**src/rtl/alu_pkg.sv**
```systemverilog
// Shared definitions for the ALU issue stage: ALU mode codes, main-control
// ALUOp classes, LEGv8 R-type and immediate opcodes, and the payload record
// carried from decode to the execute-stage ALU.
package alu_pkg;

    // Operand width of the payload record; the issue stage's W must match it.
    localparam int ALU_W = 64;

    // ALU mode codes
    localparam logic [3:0] ALU_AND   = 4'b0000;
    localparam logic [3:0] ALU_OR    = 4'b0001;
    localparam logic [3:0] ALU_ADD   = 4'b0010;
    localparam logic [3:0] ALU_LSL   = 4'b0011;
    localparam logic [3:0] ALU_LSR   = 4'b0100;
    localparam logic [3:0] ALU_SUB   = 4'b0110;
    localparam logic [3:0] ALU_PASSB = 4'b0111;

    // Main-control instruction classes
    localparam logic [1:0] ALUOP_MEM   = 2'b00;
    localparam logic [1:0] ALUOP_CBZ   = 2'b01;
    localparam logic [1:0] ALUOP_RTYPE = 2'b10;
    localparam logic [1:0] ALUOP_IMM   = 2'b11;

    // R-type opcodes, full instruction bits [31:21]
    localparam logic [10:0] OPC_R_ADD = 11'b10001011000;
    localparam logic [10:0] OPC_R_SUB = 11'b11001011000;
    localparam logic [10:0] OPC_R_AND = 11'b10001010000;
    localparam logic [10:0] OPC_R_ORR = 11'b10101010000;
    localparam logic [10:0] OPC_R_LSL = 11'b11010011011;
    localparam logic [10:0] OPC_R_LSR = 11'b11010011010;

    // Immediate opcodes, instruction bits [31:22]; bit 21 belongs to the immediate
    localparam logic [9:0] OPC_I_ADD = 10'b1001000100;
    localparam logic [9:0] OPC_I_SUB = 10'b1101000100;
    localparam logic [9:0] OPC_I_AND = 10'b1001001000;
    localparam logic [9:0] OPC_I_ORR = 10'b1011001000;

    typedef struct packed {
        logic [3:0]       mode;
        logic [ALU_W-1:0] r1;
        logic [ALU_W-1:0] r2;
        logic             illegal;
    } alu_payload_t;

    // Shifts take their second operand from the shamt field, not from RegB.
    function automatic logic is_shift(input logic [3:0] mode);
        return (mode == ALU_LSL) || (mode == ALU_LSR);
    endfunction

endpackage

```
**src/rtl/alu_ctrl_decode.sv**
```systemverilog
// Combinational ALU control decode: turns (ALUOp, Opcode) into a mode code,
// flags undecodable R-type/immediate opcodes, and selects the ALU operands.
// Illegal entries still produce a payload (PassB of zero) so the pipeline
// keeps flowing and downstream exception logic can act on the flag.
module alu_ctrl_decode
    import alu_pkg::*;
(
    input  logic [1:0]       alu_op,
    input  logic [10:0]      opcode,
    input  logic [5:0]       shamt,
    input  logic [ALU_W-1:0] reg_a,
    input  logic [ALU_W-1:0] reg_b,
    output alu_payload_t     payload
);

    logic [3:0] mode;
    logic       illegal;

    // Mode decode by instruction class, then by opcode within R-type / immediate
    always_comb begin
        mode    = ALU_PASSB;
        illegal = 1'b0;
        case (alu_op)
            ALUOP_MEM: mode = ALU_ADD;
            ALUOP_CBZ: mode = ALU_PASSB;
            ALUOP_RTYPE: begin
                case (opcode)
                    OPC_R_ADD: mode = ALU_ADD;
                    OPC_R_SUB: mode = ALU_SUB;
                    OPC_R_AND: mode = ALU_AND;
                    OPC_R_ORR: mode = ALU_OR;
                    OPC_R_LSL: mode = ALU_LSL;
                    OPC_R_LSR: mode = ALU_LSR;
                    default: begin
                        mode    = ALU_PASSB;
                        illegal = 1'b1;
                    end
                endcase
            end
            default: begin
                case (opcode[10:1])
                    OPC_I_ADD: mode = ALU_ADD;
                    OPC_I_SUB: mode = ALU_SUB;
                    OPC_I_AND: mode = ALU_AND;
                    OPC_I_ORR: mode = ALU_OR;
                    default: begin
                        mode    = ALU_PASSB;
                        illegal = 1'b1;
                    end
                endcase
            end
        endcase
    end

    // Operand selection: shift amount zero-extended for shifts, zero for illegal
    always_comb begin
        payload         = '0;
        payload.mode    = mode;
        payload.illegal = illegal;
        payload.r1      = reg_a;
        if (is_shift(mode)) begin
            payload.r2 = {{(ALU_W-6){1'b0}}, shamt};
        end else if (illegal) begin
            payload.r2 = '0;
        end else begin
            payload.r2 = reg_b;
        end
    end

endmodule

```
**src/rtl/alu_issue_stage.sv**
```systemverilog
// ID/EX issue register for the 64-bit ALU. Decodes the control fields ahead
// of the capture register and presents Mode/R1/R2/Illegal to the ALU behind a
// valid/ready handshake, with a synchronous flush of every held entry.
//
// Build option ALU_ISSUE_SKID_EN:
//   defined   - two entries (output register + skid register); InReady is a
//               flop (!skid_valid) with no combinational path from OutReady.
//   undefined - single output register; InReady = !OutValid || OutReady.
module alu_issue_stage
    import alu_pkg::*;
#(
    parameter int W = 64
) (
    input  logic         CLK,
    input  logic         Reset_n,
    input  logic         Flush,
    input  logic         InValid,
    output logic         InReady,
    input  logic [10:0]  Opcode,
    input  logic [1:0]   ALUOp,
    input  logic [5:0]   Shamt,
    input  logic [W-1:0] RegA,
    input  logic [W-1:0] RegB,
    output logic         OutValid,
    input  logic         OutReady,
    output logic [3:0]   Mode,
    output logic [W-1:0] R1,
    output logic [W-1:0] R2,
    output logic         Illegal
);

    alu_payload_t dec_payload;
    alu_payload_t out_payload;
    logic         out_valid;
    logic         in_xfer;

    alu_ctrl_decode u_decode (
        .alu_op  (ALUOp),
        .opcode  (Opcode),
        .shamt   (Shamt),
        .reg_a   (RegA),
        .reg_b   (RegB),
        .payload (dec_payload)
    );

    assign in_xfer = InValid && InReady;

`ifdef ALU_ISSUE_SKID_EN

    alu_payload_t skid_payload;
    logic         skid_valid;

    // Registered ready: only the skid slot being full can refuse an entry
    assign InReady = !skid_valid;

    // Output register refills from the skid slot first so order is preserved;
    // an entry accepted while the output is stalled parks in the skid slot
    always_ff @(posedge CLK or negedge Reset_n) begin
        if (!Reset_n) begin
            out_valid    <= 1'b0;
            out_payload  <= '0;
            skid_valid   <= 1'b0;
            skid_payload <= '0;
        end else if (Flush) begin
            out_valid  <= 1'b0;
            skid_valid <= 1'b0;
        end else if (!out_valid || OutReady) begin
            if (skid_valid) begin
                out_payload <= skid_payload;
                out_valid   <= 1'b1;
                skid_valid  <= 1'b0;
            end else if (in_xfer) begin
                out_payload <= dec_payload;
                out_valid   <= 1'b1;
            end else begin
                out_valid <= 1'b0;
            end
        end else if (in_xfer) begin
            skid_payload <= dec_payload;
            skid_valid   <= 1'b1;
        end
    end

`else

    // Single entry: accept whenever the register is empty or draining this cycle
    assign InReady = !out_valid || OutReady;

    // Reload on every input transfer (no bubble when draining), else drain
    always_ff @(posedge CLK or negedge Reset_n) begin
        if (!Reset_n) begin
            out_valid   <= 1'b0;
            out_payload <= '0;
        end else if (Flush) begin
            out_valid <= 1'b0;
        end else if (in_xfer) begin
            out_payload <= dec_payload;
            out_valid   <= 1'b1;
        end else if (OutReady) begin
            out_valid <= 1'b0;
        end
    end

`endif

    assign OutValid = out_valid;
    assign Mode     = out_payload.mode;
    assign R1       = out_payload.r1;
    assign R2       = out_payload.r2;
    assign Illegal  = out_payload.illegal;

endmodule

```
**config.mk**
```make
export PLATFORM = sky130hd
export DESIGN_NAME = alu_issue_stage
export DESIGN_NICKNAME = d
export VERILOG_FILES = /design/src/rtl/alu_pkg.sv /design/src/rtl/alu_ctrl_decode.sv /design/src/rtl/alu_issue_stage.sv
export SDC_FILE = /design/constraint.sdc
export NUM_CORES = 1
export LEC_CHECK = 0
export CAP_MARGIN = 20
export CORE_MARGIN = 2
export CORE_UTILIZATION = 41
export CTS_CLUSTER_SIZE = 30
export DETAILED_ROUTE_END_ITERATION = 6
export PLACE_DENSITY = 0.95
export SLEW_MARGIN = 10
export SYNTH_ARGS = -nofsm -noshare
export SYNTH_HDL_FRONTEND = slang
export SYNTH_SLANG_ARGS = --single-unit
```
**constraint.sdc**
```tcl
create_clock -name CLK -period 5.05 [get_ports CLK]
set_clock_uncertainty 0.05 [all_clocks]
set_input_delay 1.01 -clock CLK [delete_from_list [all_inputs] [get_ports CLK]]
set_output_delay 1.01 -clock CLK [all_outputs]
set_load 0.1 [all_outputs]
```
# Word level (Yosys, flattened, before mapping)
# Index checks and enable logic that the tools add are counted.
dict set report classes {
  n_reduce_logical 10
  mux 11
  eq_ne 14
  n_bitwise 1
}
# operator n
set op_table {}
lappend op_table {{2-to-1 mux 64 bit} 2}
lappend op_table {{equality test 11 bit (second input constant)} 6}
lappend op_table {{equality test 10 bit (second input constant)} 4}
lappend op_table {{one-hot mux 3 bit (6 select lines)} 1}
lappend op_table {{one-hot mux 3 bit (4 select lines)} 1}
lappend op_table {{one-hot mux 4 bit (3 select lines)} 1}
lappend op_table {{OR reduction 6 bit} 1}
lappend op_table {{2-to-1 mux 1 bit} 5}
lappend op_table {{equality test 4 x 2 -> 1 bit (second input constant)} 1}
lappend op_table {{equality test 4 x 3 -> 1 bit (second input constant)} 1}
lappend op_table {{OR reduction 4 bit} 1}
lappend op_table {{nonzero test 3 bit} 1}
lappend op_table {{equality test 2 x 1 -> 1 bit (second input constant)} 1}
lappend op_table {{equality test 2 bit (second input constant)} 1}
lappend op_table {{logical NOT 2 bit} 1}
lappend op_table {{logical OR 1 bit} 2}
lappend op_table {{one-hot mux 1 bit (2 select lines)} 1}
lappend op_table {{AND reduction 2 bit} 1}
lappend op_table {{OR reduction 2 bit} 1}
lappend op_table {{logical AND 1 bit} 1}
lappend op_table {{logical NOT 1 bit} 1}
lappend op_table {{inverter 1 bit} 1}
dict set report totals {
  ff_bits 134
  elab_cells 41
  input_bits 152
  output_inout_bits 135
}

# Logic depth before layout (Yosys ltp)
dict set report depth {
  depth_word 6
  mapped_depth 7
  depth_no_buf 6
}

# Cells and area by module
# From an unflattened synthesis, not the netlist that was laid out.
dict set report hier_totals {
  hier_cells 467
  area_unflattened_um2 6268.5
}
# mod cells_per_inst seq_area_each_um2 instances area_per_inst_um2
set by_module_without_submodules {}
lappend by_module_without_submodules {alu_issue_stage 286 3353.2 1 5006.1}
lappend by_module_without_submodules {alu_ctrl_decode 181 0.0 1 1262.5}

# Worst setup path after synthesis
# Ideal clock, no wire load.
dict set report synth_timing {
  path_kind {in2reg}
  start {in OutReady}
  end {reg out_payload (netlist bit R2[0])}
  path_slack_ns 2.094
  path_stages 7
  n_path_buf 2
  t_arrival_ns 2.778
  path_cell_list {nor2b_1 inv_1 nand3b_1 clkbuf_1 clkbuf_1 a222oi_1 inv_1}
}
dict set report synth_between {
  elab_chain_cells 3
}
# item line
set synth_lines {}
lappend synth_lines {{from (decl)} alu_issue_stage.sv:25} ;# input logic OutReady,
lappend synth_lines {{logical OR 1 bit} alu_issue_stage.sv:87} ;# assign InReady = !out_valid || OutReady;
lappend synth_lines {{net InReady} alu_issue_stage.sv:18} ;# output logic InReady,
lappend synth_lines {{logical AND 1 bit} alu_issue_stage.sv:46} ;# assign in_xfer = InValid && InReady;
lappend synth_lines {{AND reduction 2 bit (no source line)} --}
lappend synth_lines {{to (signal assigned)} alu_issue_stage.sv:97} ;# out_payload <= dec_payload;
lappend synth_lines {{to (decl)} alu_issue_stage.sv:33} ;# alu_payload_t out_payload;
# The timed path passes the listed nets, and every way through them passes these cells.
# A chain may end at the register's enable or synchronous reset.

# Worst setup path after layout
dict set report layout_timing {
  start {in OutReady}
  end {out InReady}
}
dict set report layout_between {
  elab_chain_cells 1
}
# item line
set layout_lines {}
lappend layout_lines {{logical OR 1 bit} alu_issue_stage.sv:87}
lappend layout_lines {{to (decl)} alu_issue_stage.sv:18}
# Every way passes these cells.

==> flow_summary_export.csv <==
group,metric,value,unit
grt,grt_use_met1,27.93,%
synthesis,synth_top_area_share,65.20,%
pwr,leakagePower,0.004010,uW
worst_hold_path,hold_depth,2,
timing,worstMarginPinSlew,1.061,ns
cells_and_area,drive_above_1_share,5.242,%
clocking,clk_latency,0.41,ns
synthesis,synthFlopType,"dfrtp_1",
worst_hold_path,hp-start,"R1[29]",
synthesis,ys_top_cells_by_count,"193 x nand2_1, 133 x dfrtp_1, 58 x a22o_1, 18 x clkbuf_1, 9 x inv_1",
synthesis,yosysMostFrequentCell,"nand2_1",
grt,grt_antenna_before_repair,0,
timing,setup_viol,0,
clocking,htreeDepth,4,
pwr,p_total,4364,uW
setup_path,r2r-start,"OutValid",
worst_hold_path,min_to,"R1[29]",
cells_and_area,fin_nets,902,
pwr,power.density,501.7,nW/um^2
timing,tns,0,ns
grt,grtUsageMet3,9.048,%
cells_and_area,fill_cells,811,
synthesis,synth_area_leaders,"dfrtp_1 65%, nand2_1 14%, a22o_1 10%",
synthesis,synth.largest_area_cell,"dfrtp_1",
synthesis,synth_compound_area_share,13.24,%
grt,busiest_layer,"met2",
clocking,cts-hold-fix-buffers,0,
synthesis,synth_edf_count,0,
clocking,clock-sinks,133,
setup_path,path_cells,"clkdlybuf4s50_1 > nor2b_1 > inv_1 > clkdlybuf4s50_1",
timing,finalCritPeriodShare,75.43,%
outcome,status,"complete, no violations",
setup_path,worst-r2r-setup-slack,2.46,ns
pwr,vdd_drop_max,321.9,uV
die,die-area,13360,um^2
setup_path,critPathLaunchType,"input port",
synthesis,synth_cells,470,
synthesis,synth_top_family_by_area,"simple AND/OR/NAND/NOR gates",
timing,min_period,3.809,ns
timing,final_hold_viol_count,0,
setup_path,cp-end-kind,"output pin",
cells_and_area,num_antenna_cells,0,
clocking,postCtsSetupBuffers,0,
synthesis,synth_nets,622,
timing,rsz0062_at_grt,"no",
clocking,cts_made_buffers,17,
cells_and_area,seqCellArea,3328,um^2
timing,max-slew-margin-rel,29.07,%
cells_and_area,syn_to_final_growth,70.39,%
setup_path,critPathMaxStageDelay,1.13,ns
synthesis,yosys.area_share.adder,0,%
routing,via_per_inst,4.999,
synthesis,synth_xor_area_share,0,%
placement,dpl.hpwl,11410,um
synthesis,ys_seq_area_share,65.20,%
placement,port_buffers,285,
grt,grt_pass1_vias,4826,
setup_path,crit_slowest_cell,"clkdlybuf4s50_1",
grt,grt_max_degree,126,
setup_path,ff2ff_path_depth,7,
grt,grt_usage,24.76,%
worst_hold_path,hp-class,"flop to flop",
clocking,cts_tree,"built",
die,placementRows,40,
setup_path,worstPathRequired,3.99,ns
synthesis,synth_mux_area_share,0,%
setup_path,crit_type,"input port to output pin",
die,ios,287,
job,max_cap_viol_count,0,
grt,grt_pass1_wl,25210,um
clocking,ctsResizeCount,0,
routing,routedWlPerCell,17.50,um
synthesis,ys_warn_count,0,
cells_and_area,multi_input_area,1602,um^2
routing,drt-pass1-iter-count,7,
clocking,clk_pin_slew,0.05,ns
synthesis,yosys.cell_types.count,31,
setup_path,r2r_end,"R2[2]",
clocking,cts_buffer_depth,2,
clocking,cts_root_buf,"clkbuf_16",
cells_and_area,utilization,72.12,%
die,die_x,115.6,um
synthesis,syn-cell-area,5105,um^2
grt,grt-ovfl-total,0,
die,core,12060,um^2
routing,first_iter_violations,355,
grt,use_met2,42.92,%
die,die-height,115.6,um
setup_path,arrival,2.75,ns
setup_path,crit_path_frequent_cell,"clkdlybuf4s50_1",
placement,place_congestion,0.8081,
routing,vias,4654,
synthesis,avgSynthCellArea,10.86,um^2
synthesis,async_flop_share,100.0,%
routing,totalWireLength,16300,um
timing,clock.fmax,262.5,MHz
synthesis,ys_ff_latch,133,
routing,postRouteAntennaNets,0,
synthesis,yosys.area_share.simple,17.97,%
die,initial_utilization,42.32,%
setup_path,cp_max_fo,3,
timing,maxSlewViolCount,0,
routing,drc_errors,0,
per-stage QoR:
stage / hold WS (ns) / area, um^2 / cells / setup slack [ns]
floorplan: 0.6644 / 5105 / 470 / 2.094
global placement: 0.4073 / 8079 / 899 / 1.253
detailed placement: 0.4129 / 8079 / 899 / 1.242
CTS: 0.4265 / 8698 / 931 / 1.235
global route: 0.4498 / 8698 / 931 / 1.182
finish: 0.4226 / 8698 / 931 / 1.241
power breakdown:
group | internal [uW] | total, uW | switching, uW
sequential | 1220 | 1310 | 89.8
combinational | 437 | 1790 | 1360
clock | 814 | 1260 | 451
total | 2470 | 4360 | 1900
flip-flops by register name, summed over array words and instances, names as in the netlist:
name	cells
Illegal	1
OutValid	1
R1	64
R2	64
Mode	3
area by class of cell:
cell class	instances	area share, %
Sequential cell	133	38.26
Timing Repair Buffer	289	33.40
Multi-Input combinational cell	300	18.41
Clock buffer	20	5.365
Tap cell	168	2.417
Clock inverter	12	1.755
Inverter	9	0.3884
cells by family after synthesis:
family	Yosys count
other	1
AOI/OAI and AO/OA	77
DFF	133
and+or+nand+nor	222
buffers and inverters	37
worst max-delay path, delay by kind of cell:
family,cells,cell delay (ns)
and+or+nand+nor,1,0.07
buffers and inverters,3,1.67
worst max-delay path by stage:
stage	start	to	slack [ns]	cells after the start
2_1_floorplan	OutReady	R2[0]	2.09	7
5_1_grt	OutReady	InReady	1.18	4
3_3_place_gp	OutReady	InReady	1.25	4
6_report	OutReady	InReady	1.24	4
4_1_cts	OutReady	InReady	1.24	4
3_5_place_dp	OutReady	InReady	1.24	4
layer usage:
| metal | share of wire, % | vias up |
|---|---|---|
| li1 | - | 2148 |
| met1 | 36 | 2246 |
| met2 | 52 | 226 |
| met3 | 9.7 | 34 |
| met4 | 2.1 | 0 |
| met5 | 0 | - |
cell usage in the layout (no fill, tap or decap), drive strengths merged, types with 5 or more instances in the layout:
master	instances
buf	5
clkinv	5
a222oi	6
clkbuf	20
nor2	7
nand2	193
dfrtp	133
inv	9
a22o	58
clkdlybuf4s50	284
Note: power is estimated with default switching activity, not from simulation.
